$ cat src/rtl/rv32_hazard_scoreboard_pkg.sv
// Purpose: shared definitions for the RV32I hazard scoreboard and the EX-stage forward decode.
// Latency: n/a (types, constants and a helper function only).
// Backpressure: n/a.
package rv32_hazard_scoreboard_pkg;

    localparam int REG_ADDR_W = 5;
    localparam logic [REG_ADDR_W-1:0] X0 = '0;

    // Forward-select value meaning "take the operand from the register file".
    localparam int FWD_SEL_RF = 0;

    // One in-flight instruction as seen by the scoreboard.
    typedef struct packed {
        logic                  v;   // real instruction, not a bubble
        logic [REG_ADDR_W-1:0] rd;  // destination register
        logic                  rw;  // writes rd
        logic                  ld;  // is a load
    } entry_t;

    localparam int ENTRY_W = $bits(entry_t);

    // True when this entry produces the register the consumer actually reads.
    // x0 is hard-wired to zero, so a write to it never produces anything.
    function automatic logic producer_hit(input entry_t e,
                                          input logic [REG_ADDR_W-1:0] rs,
                                          input logic use_rs);
        return use_rs && e.v && e.rw && (e.rd != X0) && (e.rd == rs);
    endfunction

endpackage

$ cat src/rtl/rv32_hazard_track_pipe.sv
// Purpose: DEPTH-entry shadow shift register of in-flight destinations (entry 0 = EX).
// Latency: an entry pushed at an edge appears at index 0 right after it, advancing one index per cycle.
// Backpressure: none; shifts every cycle, a bubble is inserted whenever push is low.
// Ports: clk, rst (async, active-low), push/push_entry (ID instruction to track),
//        entries (flattened bus, entry k at bits [k*ENTRY_W +: ENTRY_W]).
module rv32_hazard_track_pipe
    import rv32_hazard_scoreboard_pkg::*;
#(
    parameter int DEPTH = 3
) (
    input  logic                     clk,
    input  logic                     rst,
    input  logic                     push,
    input  entry_t                   push_entry,
    output logic [DEPTH*ENTRY_W-1:0] entries
);

    entry_t pipe_q [DEPTH];

    always_ff @(posedge clk or negedge rst) begin
        if (!rst) begin
            for (int k = 0; k < DEPTH; k++) begin
                pipe_q[k] <= '0;
            end
        end else begin
            pipe_q[0] <= push ? push_entry : '0;
            for (int k = 1; k < DEPTH; k++) begin
                pipe_q[k] <= pipe_q[k-1];
            end
        end
    end

    always_comb begin
        entries = '0;
        for (int k = 0; k < DEPTH; k++) begin
            entries[k*ENTRY_W +: ENTRY_W] = pipe_q[k];
        end
    end

endmodule

$ cat src/rtl/rv32_hazard_scoreboard.sv
// Purpose: forwarding selects, load-use stalls and branch flushes for the 5-stage RV32I pipe.
// Latency: selects/stalls/flushes are combinational in the same cycle; counters update at the edge.
// Backpressure: raises stall_if/stall_id (plus an ID/EX bubble) while a needed operand is not yet forwardable.
// Ports: clk, rst (async, active-low); id_* describe the instruction in ID; ex_branch_taken is the
//        EX redirect; outputs are stall/flush controls, fwd_a_sel/fwd_b_sel (0 = regfile,
//        k+1 = entry k) and saturating stall_cnt/flush_cnt.
module rv32_hazard_scoreboard
    import rv32_hazard_scoreboard_pkg::*;
#(
    parameter int DEPTH        = 3,
    parameter int LOAD_AVAIL   = 2,
    parameter int FLUSH_CYCLES = 1,
    parameter int FWD_EN       = 1,
    parameter int CNT_W        = 32,
    localparam int W_SEL       = $clog2(DEPTH + 1)
) (
    input  logic                  clk,
    input  logic                  rst,
    input  logic                  id_valid,
    input  logic [REG_ADDR_W-1:0] id_rs1,
    input  logic [REG_ADDR_W-1:0] id_rs2,
    input  logic                  id_use_rs1,
    input  logic                  id_use_rs2,
    input  logic [REG_ADDR_W-1:0] id_rd,
    input  logic                  id_regwrite,
    input  logic                  id_is_load,
    input  logic                  ex_branch_taken,
    output logic                  stall_if,
    output logic                  stall_id,
    output logic                  flush_if_id,
    output logic                  flush_id_ex,
    output logic [W_SEL-1:0]      fwd_a_sel,
    output logic [W_SEL-1:0]      fwd_b_sel,
    output logic [CNT_W-1:0]      stall_cnt,
    output logic [CNT_W-1:0]      flush_cnt
);

    // Inputs are qualified by reset so every output is quiet while rst is low.
    logic id_vld_g;
    logic br_g;
    assign id_vld_g = id_valid & rst;
    assign br_g     = ex_branch_taken & rst;

    logic [DEPTH*ENTRY_W-1:0] entries;
    entry_t                   ent [DEPTH];
    logic                     push;
    entry_t                   push_entry;

    assign push_entry = '{v: 1'b1, rd: id_rd, rw: id_regwrite, ld: id_is_load};

    rv32_hazard_track_pipe #(
        .DEPTH (DEPTH)
    ) u_track (
        .clk        (clk),
        .rst        (rst),
        .push       (push),
        .push_entry (push_entry),
        .entries    (entries)
    );

    always_comb begin
        for (int k = 0; k < DEPTH; k++) begin
            ent[k] = entries[k*ENTRY_W +: ENTRY_W];
        end
    end

    // Walk from the oldest entry to the youngest so the nearest producer
    // overwrites the select last. A load feeds a consumer once its select value
    // reaches LOAD_AVAIL; anything closer must wait. Without forwarding every
    // in-flight producer blocks, since the regfile write-then-read covers WB.
    logic [W_SEL-1:0] sel_a;
    logic [W_SEL-1:0] sel_b;
    logic             hazard;

    always_comb begin
        sel_a  = W_SEL'(FWD_SEL_RF);
        sel_b  = W_SEL'(FWD_SEL_RF);
        hazard = 1'b0;
        for (int k = DEPTH - 1; k >= 0; k--) begin
            if (id_vld_g && producer_hit(ent[k], id_rs1, id_use_rs1)) begin
                sel_a = W_SEL'(k + 1);
            end
            if (id_vld_g && producer_hit(ent[k], id_rs2, id_use_rs2)) begin
                sel_b = W_SEL'(k + 1);
            end
            if (id_vld_g && (producer_hit(ent[k], id_rs1, id_use_rs1) ||
                             producer_hit(ent[k], id_rs2, id_use_rs2))) begin
                if ((FWD_EN == 0) || (ent[k].ld && ((k + 1) < LOAD_AVAIL))) begin
                    hazard = 1'b1;
                end
            end
        end
    end

    assign fwd_a_sel = (FWD_EN != 0) ? sel_a : W_SEL'(FWD_SEL_RF);
    assign fwd_b_sel = (FWD_EN != 0) ? sel_b : W_SEL'(FWD_SEL_RF);

    // A redirect squashes the ID instruction, so it overrides any stall for it.
    assign stall_if    = hazard & ~br_g;
    assign stall_id    = hazard & ~br_g;
    assign flush_id_ex = hazard | br_g;

    assign push = id_vld_g & ~stall_id & ~flush_id_ex;

    // Extra cycles of IF/ID flush after the redirect cycle itself.
    logic [2:0] hold_q;

    always_ff @(posedge clk or negedge rst) begin
        if (!rst) begin
            hold_q <= '0;
        end else if (br_g) begin
            hold_q <= 3'(FLUSH_CYCLES - 1);
        end else if (hold_q != '0) begin
            hold_q <= hold_q - 3'd1;
        end
    end

    assign flush_if_id = br_g | (hold_q != '0);

    always_ff @(posedge clk or negedge rst) begin
        if (!rst) begin
            stall_cnt <= '0;
            flush_cnt <= '0;
        end else begin
            if (stall_id && (stall_cnt != '1)) begin
                stall_cnt <= stall_cnt + CNT_W'(1);
            end
            if (br_g && (flush_cnt != '1)) begin
                flush_cnt <= flush_cnt + CNT_W'(1);
            end
        end
    end

endmodule

$ cat config.mk
export PLATFORM = sky130hd
export DESIGN_NAME = rv32_hazard_scoreboard
export DESIGN_NICKNAME = d
export VERILOG_FILES = /design/src/rtl/rv32_hazard_scoreboard_pkg.sv /design/src/rtl/rv32_hazard_track_pipe.sv /design/src/rtl/rv32_hazard_scoreboard.sv
export SDC_FILE = /design/constraint.sdc
export NUM_CORES = 1
export LEC_CHECK = 0
export BUFFER_PORTS_ARGS = -buffer_cell sky130_fd_sc_hd__buf_2
export CORE_UTILIZATION = 35
export CTS_BUF_LIST = sky130_fd_sc_hd__clkbuf_16
export DETAILED_ROUTE_END_ITERATION = 10
export MAX_ROUTING_LAYER = met4
export PLACE_DENSITY_LB_ADDON = 0.08
export SLEW_MARGIN = 20
export SYNTH_ARGS = -nofsm -noshare
export SYNTH_HDL_FRONTEND = slang
export SYNTH_SLANG_ARGS = --single-unit
$ cat constraint.sdc
create_clock -name clk -period 2.6 [get_ports clk]
set_input_delay 0.52 -clock clk [delete_from_list [all_inputs] [get_ports clk]]
set_output_delay 0.52 -clock clk [all_outputs]
set_load 0.01 [all_outputs]
; Word level (Yosys, flattened, before mapping)
; Cells that the tools add are included.
[totals]
output_inout_bits = 72
mem_bits_rw = 0
register_bits = 89
wordCells = 84
latch_bits = 0
n_memories = 0
rom_bits = 0
[classes]
n_mux = 11
n_addsub = 3
reduce_logical = 39
n_div = 0
bitwise_logic = 10
order_cmp = 0
shifts = 0
n_eq_ne = 8
multipliers = 0
[op_table]
columns = cell, n
row1 = $add A32 B1 Y32 const B, 2
row2 = $ne A32 B32 Y1 const B, 2
row3 = $logic_and A1 B1 Y1, 33
row4 = $eq A5 B5 Y1, 6
row5 = $reduce_bool A5 Y1, 3
row6 = $mux W2, 6
row7 = $mux W8, 1
row8 = $mux W3, 2
row9 = $and A1 B1 Y1, 5
row10 = $not A1 Y1, 3
row11 = $reduce_bool A3 Y1, 1
row12 = $sub A3 B1 Y3 const B, 1
row13 = $mux W1, 2
row14 = $or A1 B1 Y1, 2
row15 = $reduce_bool A2 Y1, 1
row16 = $logic_or A1 B1 Y1, 1

; Depth between registers and ports, before layout
; Gate-level depths: netlist of the first run.
[depth]
ltp_word = 12
depth_mapped = 9
depth_no_buf = 7

; Hierarchy
; A second synthesis of the first run with hierarchy kept.
[hier_totals]
cells_unflattened = 406
area_unflattened_um2 = 4374.2
[modules_own_cells]
columns = module, cells_per_inst, n_inst, seq_area_each_um2, area_per_inst_um2
row1 = rv32_hazard_scoreboard, 374, 1, 1676.6, 3723.6
row2 = rv32_hazard_track_pipe, 32, 1, 600.6, 650.6

; Worst setup path after synthesis of the first run
; No wires, ideal clock.
[synth_timing]
path_type = input-to-output
from = in id_rs2[3]
to = out stall_if
t_required_ns = 2.080
path_slack_ns = 0.419
arrival_ns = 1.661
stages = 6
cell_sequence = xor2_1 -> nor4_1 -> nand3_1 -> a21oi_2 -> buf_2 -> buf_4
[synth_via]
elab_chain_len = 6
[synth_rtl]
columns = element, line_no
row1 = "start, declared", rv32_hazard_scoreboard.sv:21  ; input logic [REG_ADDR_W-1:0] id_rs2,
row2 = $eq A5 B5 Y1, rv32_hazard_scoreboard_pkg.sv:27  ; return use_rs && e.v && e.rw && (e.rd != X0) && (e.rd == rs);
row3 = $logic_and A1 B1 Y1, rv32_hazard_scoreboard_pkg.sv:27
row4 = $logic_or A1 B1 Y1, rv32_hazard_scoreboard.sv:86  ; if (id_vld_g && (producer_hit(ent[k], id_rs1, id_use_rs1) ||
row5 = $logic_and A1 B1 Y1, rv32_hazard_scoreboard.sv:86
row6 = $mux W1, rv32_hazard_scoreboard.sv:86
row7 = $and A1 B1 Y1, --
row8 = "end, declared", rv32_hazard_scoreboard.sv:28  ; output logic stall_if,
; No other way between the ends.

; Worst setup path in the final report of the first run
[layout_timing]
from = reg u_track.pipe_q (netlist bit u_track.entries[18])
to = out fwd_b_sel[1]
[layout_via]
elab_chain_len = 7
[layout_rtl]
columns = element, line_no
row1 = "start, declared", rv32_hazard_track_pipe.sv:18  ; entry_t pipe_q [DEPTH];
row2 = "start signal, assigned by index", rv32_hazard_track_pipe.sv:28  ; pipe_q[k] <= pipe_q[k-1];
row3 = $reduce_bool A5 Y1, --
row4 = $logic_and A1 B1 Y1, --
row5 = $logic_and A1 B1 Y1 (*), --
row6 = $logic_and A1 B1 Y1 (*), rv32_hazard_scoreboard.sv:83  ; if (id_vld_g && producer_hit(ent[k], id_rs2, id_use_rs2)) begin
row7 = $mux W2 (*) (3 in series), rv32_hazard_scoreboard.sv:83
row8 = "end, declared", rv32_hazard_scoreboard.sv:33  ; output logic [W_SEL-1:0] fwd_b_sel,
; Mark *: on every way between the ends. The rest lies on a longest branch, timed or not.

==> results.json, run 1 <==
{
  "outcome": "complete, no violations",
  "die_h_um": 114,
  "grt_pass1_vias": 3393,
  "synth_edf_count": 0,
  "syn-num-nets": 427,
  "worstSkewPairLatency_ps": 330,
  "die_area_sq_um": 12900,
  "fin_ws_ps": 41.5,
  "synthFlopType": "dfrtp_1",
  "syn_avg_cell_area_sq_um": 10.9,
  "htree_levels": 3,
  "ys_seq_area_frac": 0.511,
  "hpwl_um": 7650,
  "final-hold-violation-count": 0,
  "cts_root_buf": "clkbuf_16",
  "grt_use_total": 0.175,
  "boundaryPins": 95,
  "syn_inst": 400,
  "drv_slew": 0,
  "rsz0062_at_grt": "false",
  "synth_top_area_frac": 0.511,
  "hold_path.class": "primary input to asynchronous set/reset pin",
  "fillers": 1160,
  "fin_crit_sh": 0.984,
  "yosysWarnings": 0,
  "wl_um": 10400,
  "cp_data_arrival_time_ps": 2040,
  "netlist-cell-type-count": 42,
  "layout_commonest_cell": "buf_2",
  "grt_pass1_wl_um": 17100,
  "cts_buffers": 9,
  "nets": 536,
  "grt_antenna_before_repair": 0,
  "core_area_sq_um": 12100,
  "path_clk_slew_ps": 60,
  "antenna_cells": 0,
  "max-vdd-ir-drop_mv": 0.324,
  "die_x_um": 114,
  "synthArstFlopShare": 1.00,
  "finalSetupTns_ps": 0,
  "cts_buffer_depth": 2,
  "viasPerCell": 4.98,
  "dr.pass1.iters": 4,
  "max_freq_ghz": 0.391,
  "critPathLaunchType": "register",
  "worstMarginPinSlew_ps": 690,
  "fin_crit_ps": 2560,
  "cp_max_fo": 4,
  "vias": 3386,
  "yosys-top-cells-area": "dfrtp_1 51%, xnor2_1 11%, xor2_1 6.8%",
  "r2r_setup_slack_ps": 330,
  "worst_hold_slack_ps": 211,
  "p_per_area_nw_per_um2": 564,
  "slew_headroom": 0.536,
  "cts_tree": "built",
  "cts_num_sinks": 89,
  "ys_seq_elements": 89,
  "io_buffers": 94,
  "ant_nets": 0,
  "synth_area_leader_cell": "dfrtp_1",
  "cp_slowest_cell": "or3_1",
  "end_kind": "output port",
  "syn_to_final_growth_pct": 23.3,
  "gr-total-overflow": 0,
  "p_total_mw": 3.03,
  "max_stage_delay_ps": 430,
  "required_ps": 2080,
  "ctsHoldBuffers": 0,
  "layout_common_cells": "93 x buf_2, 88 x dfrtp_1, 57 x xnor2_1",
  "crit_type": "register to output port",
  "synthesis.area_sq_um": 4360,
  "pre_cts_slack_ps": 163,
  "maxCapViolations": 0,
  "rows": 40,
  "gp_congestion": 0.882,
  "remaining_drc_errors": 0,
  "drtIter0Drc": 144,
  "wl_per_cell_um": 15.2,
  "start_util": 0.362,
  "skew_ps": 8.33,
  "grt_max_degree": 45,
  "drive_above_1_share": 0.252,
  "leakage_nw": 2.62,
  "final-setup-viol-count": 0,
  "cp_cell_sequence": "or3_1 > o311a_4 > and4_1 > o22a_1 > buf_2"
}
==> stage by stage <==
stage	instances	utilization	cell area, sq um
floorplan	400	-	4360
finish	680	0.446	5380
global placement	665	0.421	5080
CTS	679	0.442	5340
detailed placement	665	0.421	5080
global route	680	0.446	5380
==> power breakdown <==
group          switching (mW)  internal [mW]  leakage [nW]
combinational           0.200          0.170          1.28
sequential             0.0833           1.47          1.21
clock                   0.490          0.621         0.136
==> critical path: cells and delay by family (launching register included) <==
kind	cells	cell delay, ps
buffers and inverters	1	140
AND/OR/NAND/NOR	2	630
flip-flops	1	410
AO/OA/AOI/OAI	2	520
==> cells in the mapped netlist (2+ instances only) <==
cell type,number
nand2b_1,4
xnor2_1,57
nor4_1,9
xor2_1,34
o311a_1,2
clkbuf_1,2
nor3_1,4
and2_1,12
dfrtp_1,89
o22ai_1,2
mux2_2,2
and4_1,14
o22a_1,2
or3_1,3
nand4b_1,2
inv_1,5
and3_1,13
nand4_1,25
buf_2,4
nand3_1,39
ha_1,4
nor2_1,21
nand2_1,23
nand3b_1,2
or4_1,6
a21oi_1,3
nor3_2,2
==> per-layer routing <==
metal  part of all wire  wire length, um  GRT usage  up-vias
met1               0.47             4910      0.231     1639
met3              0.041              425     0.0409       12
met5                  0                0          -        -
met4              0.018              190     0.0553        0
li1                   -                -          -     1648
met2               0.47             4820      0.268       87
==> area by class of cell <==
class / instances / area [sq um] / share of cell area
well taps: 168 / 210 / 0.0391
clock buffers: 9 / 225 / 0.0419
flip-flops and latches: 89 / 2230 / 0.414
repair buffers: 105 / 556 / 0.103
clock inverters: 5 / 20.0 / 0.00372
multi-input cells: 299 / 2120 / 0.394
inverters: 5 / 18.8 / 0.00349
==> worst paths after layout <==
path,startpoint,to,cells after the start
worst max-delay path,u_track.entries[18],fwd_b_sel[1],5
worst min-delay path,rst,u_track.entries[20],2
worst max register to register,stall_cnt[10],stall_cnt[31],6
worst min register to register,u_track.entries[1],u_track.entries[9],0
max in group asynchronous,rst,u_track.entries[2],2
min in group clk,u_track.entries[1],u_track.entries[9],0
==> cell families after synthesis <==
logic type                 count (synthesis)  share of synthesized area
buffers and inverters                     12                     0.0123
DFF                                       89                      0.511
AOI/OAI and AO/OA                         17                     0.0313
muxes                                      4                     0.0100
xor gates and xnor gates                  91                      0.183
adders and majority gates                  4                     0.0115
and+or+nand+nor                          183                      0.241
==> sequential cells by signal, indices dropped and copies added (netlist names) <==
name,cells
stall_cnt,32
u_track.entries,22
flush_cnt,32
hold_q,3
==> timing repair <==
item                       CTS  global route
setup endpoints to repair    2             5
gates resized for setup      1             5
pin swaps                    0             3
cloned                       0             0
setup buffers                0             1
No activity file was read; power rests on OpenSTA's default activity.
==> run 2: changes to the inputs <==
--- a/config.mk
+++ b/config.mk
@@ -5,10 +5,10 @@
 export SDC_FILE = /design/constraint.sdc
 export NUM_CORES = 1
 export LEC_CHECK = 0
-export BUFFER_PORTS_ARGS = -buffer_cell sky130_fd_sc_hd__buf_2
 export CORE_UTILIZATION = 35
 export CTS_BUF_LIST = sky130_fd_sc_hd__clkbuf_16
 export DETAILED_ROUTE_END_ITERATION = 10
+export DONT_BUFFER_PORTS = 1
 export MAX_ROUTING_LAYER = met4
 export PLACE_DENSITY_LB_ADDON = 0.08
 export SLEW_MARGIN = 20
==> run 2 against run 1 <==
Net effect:
- the run now ends with hold timing left
- register-to-register slack improved by 90 ps
- clock skew fell by 3.4 ps
- combinational power fell by 39%
- power rose by 0.28%
- largest power group unchanged
- largest cell class unchanged
- setup slack improved by 91 ps
- sequential share of layout area rose by 4.0 points
- sequential power barely moved
- hold slack got worse by 340 ps
==> results.json, run 2 (synthesis gave the netlist of run 1 again) <==
{
  "antenna_cells": 0,
  "fillers": 1182,
  "worstSkewPairLatency_ps": 340,
  "leakage_nw": 2.15,
  "final_area_sq_um": 4900,
  "p_per_area_nw_per_um2": 621,
  "end_kind": "output port",
  "seq_area_sq_um": 2230,
  "cts_num_sinks": 89,
  "layout_common_cells": "89 x dfrtp_1, 57 x xnor2_1, 39 x nand3_1",
  "finalSetupTns_ps": 0,
  "nets": 439,
  "required_ps": 2080,
  "syn_to_final_growth_pct": 12.3,
  "max-vdd-ir-drop_mv": 0.370,
  "critPathLaunchType": "register",
  "multiInputGateArea_sq_um": 2090,
  "hpwl_um": 6910,
  "fin_crit_sh": 0.949,
  "cts_root_buf": "clkbuf_16",
  "cp-startpoint": "u_track.entries[13]",
  "grt_pass1_wl_um": 16200,
  "drive_above_1_share": 0.0721,
  "gr-total-overflow": 0,
  "cts_buffers": 9,
  "layout_commonest_cell": "dfrtp_1",
  "vias": 3007,
  "rows": 40,
  "wl_um": 9710,
  "rsz0062_at_grt": "false",
  "outcome": "finished with violations",
  "die_x_um": 114,
  "final-setup-viol-count": 0,
  "gp_congestion": 0.844,
  "max_freq_ghz": 0.405,
  "grt_use_total": 0.167,
  "grt_pass1_vias": 3094,
  "grt_antenna_before_repair": 0,
  "postPlaceCellArea_sq_um": 4590,
  "core_area_sq_um": 12100,
  "wl_per_cell_um": 16.6,
  "drv_slew": 0,
  "final-hold-violation-count": 89,
  "rr_endpoint": "flush_cnt[4]",
  "violations": "hold timing",
  "reg2regPathDepth": 6,
  "io_buffers": 0,
  "worstMarginPinSlew_ps": 592,
  "grt_max_degree": 95,
  "cp_data_arrival_time_ps": 1950,
  "worst_hold_slack_ps": -126,
  "viasPerCell": 5.15,
  "fin_crit_ps": 2470,
  "cts_buffer_depth": 2,
  "hold_path.class": "primary input to asynchronous set/reset pin",
  "ant_nets": 0,
  "start_util": 0.362,
  "cp_max_fo": 4,
  "worstSetupEndpoint": "fwd_b_sel[1]",
  "path_clk_slew_ps": 60,
  "crit_type": "register to output port",
  "drtIter0Drc": 157,
  "boundaryPins": 95,
  "r2r_start": "flush_cnt[14]",
  "dr.pass1.iters": 4,
  "die_area_sq_um": 12900,
  "cts_tree": "built",
  "slew_headroom": 0.605,
  "die_h_um": 114,
  "htree_levels": 3,
  "maxCapViolations": 0,
  "r2r_setup_slack_ps": 420,
  "skew_ps": 4.98,
  "remaining_drc_errors": 0
}
==> run 2: worst min-delay path by stage <==
stage          startpoint  depth (start not counted)                   to
3_5_place_dp          rst                          0  u_track.entries[19]
4_1_cts               rst                          0  u_track.entries[19]
2_1_floorplan         rst                          0         flush_cnt[0]
6_report              rst                          0  u_track.entries[19]
5_1_grt               rst                          0  u_track.entries[20]
3_3_place_gp          rst                          0  u_track.entries[19]
==> run 2: layout make-up <==
cell class,count,share of cell area
inverter,5,0.00383
timing repair buffer,8,0.0148
sequential,89,0.455
tap,168,0.0429
clock inverter,6,0.0105
multi-input combinational,299,0.427
clock buffer,9,0.0460
==> run 2: critical path, stage by stage (launching register included) <==
cell,delay [ps]
dfrtp_1,420
xor2_1,150
or4_1,490
nor4_1,310
o22a_1,240
==> run 2: report_power, final <==
group / switching [mW] / total [mW] / internal (mW)
logic: 0.108 / 0.226 / 0.117
clock network: 0.505 / 1.23 / 0.725
registers: 0.117 / 1.58 / 1.47
==> run 2: through the flow <==
stage | setup WS, ps | power [mW] | std cells | hold WS (ps) | util
5_1_grt | 24.2 | 3.21 | 584 | -144 | 0.406
4_1_cts | 41.8 | 3.10 | 582 | -141 | 0.404
6_report | 133 | 3.04 | 584 | -126 | 0.406
3_5_place_dp | 291 | 1.84 | 567 | 227 | 0.381
3_3_place_gp | 324 | 1.83 | 567 | 227 | 0.381
2_1_floorplan | 419 | 1.78 | 400 | 224 | -
==> run 2: timing repair <==
action                                 4_1_cts  5_1_grt
setup endpoints to repair                    0        5
setup buffers                                0        2
resized for setup                            0        2
endpoints found under the hold margin       89       89
==> run 2: routing by layer <==
layer	GRT usage	wire, um	vias up
met5	-	0	-
met4	0.0658	160	0
met3	0.0510	678	10
met2	0.247	4490	82
met1	0.213	4380	1465
li1	-	-	1450
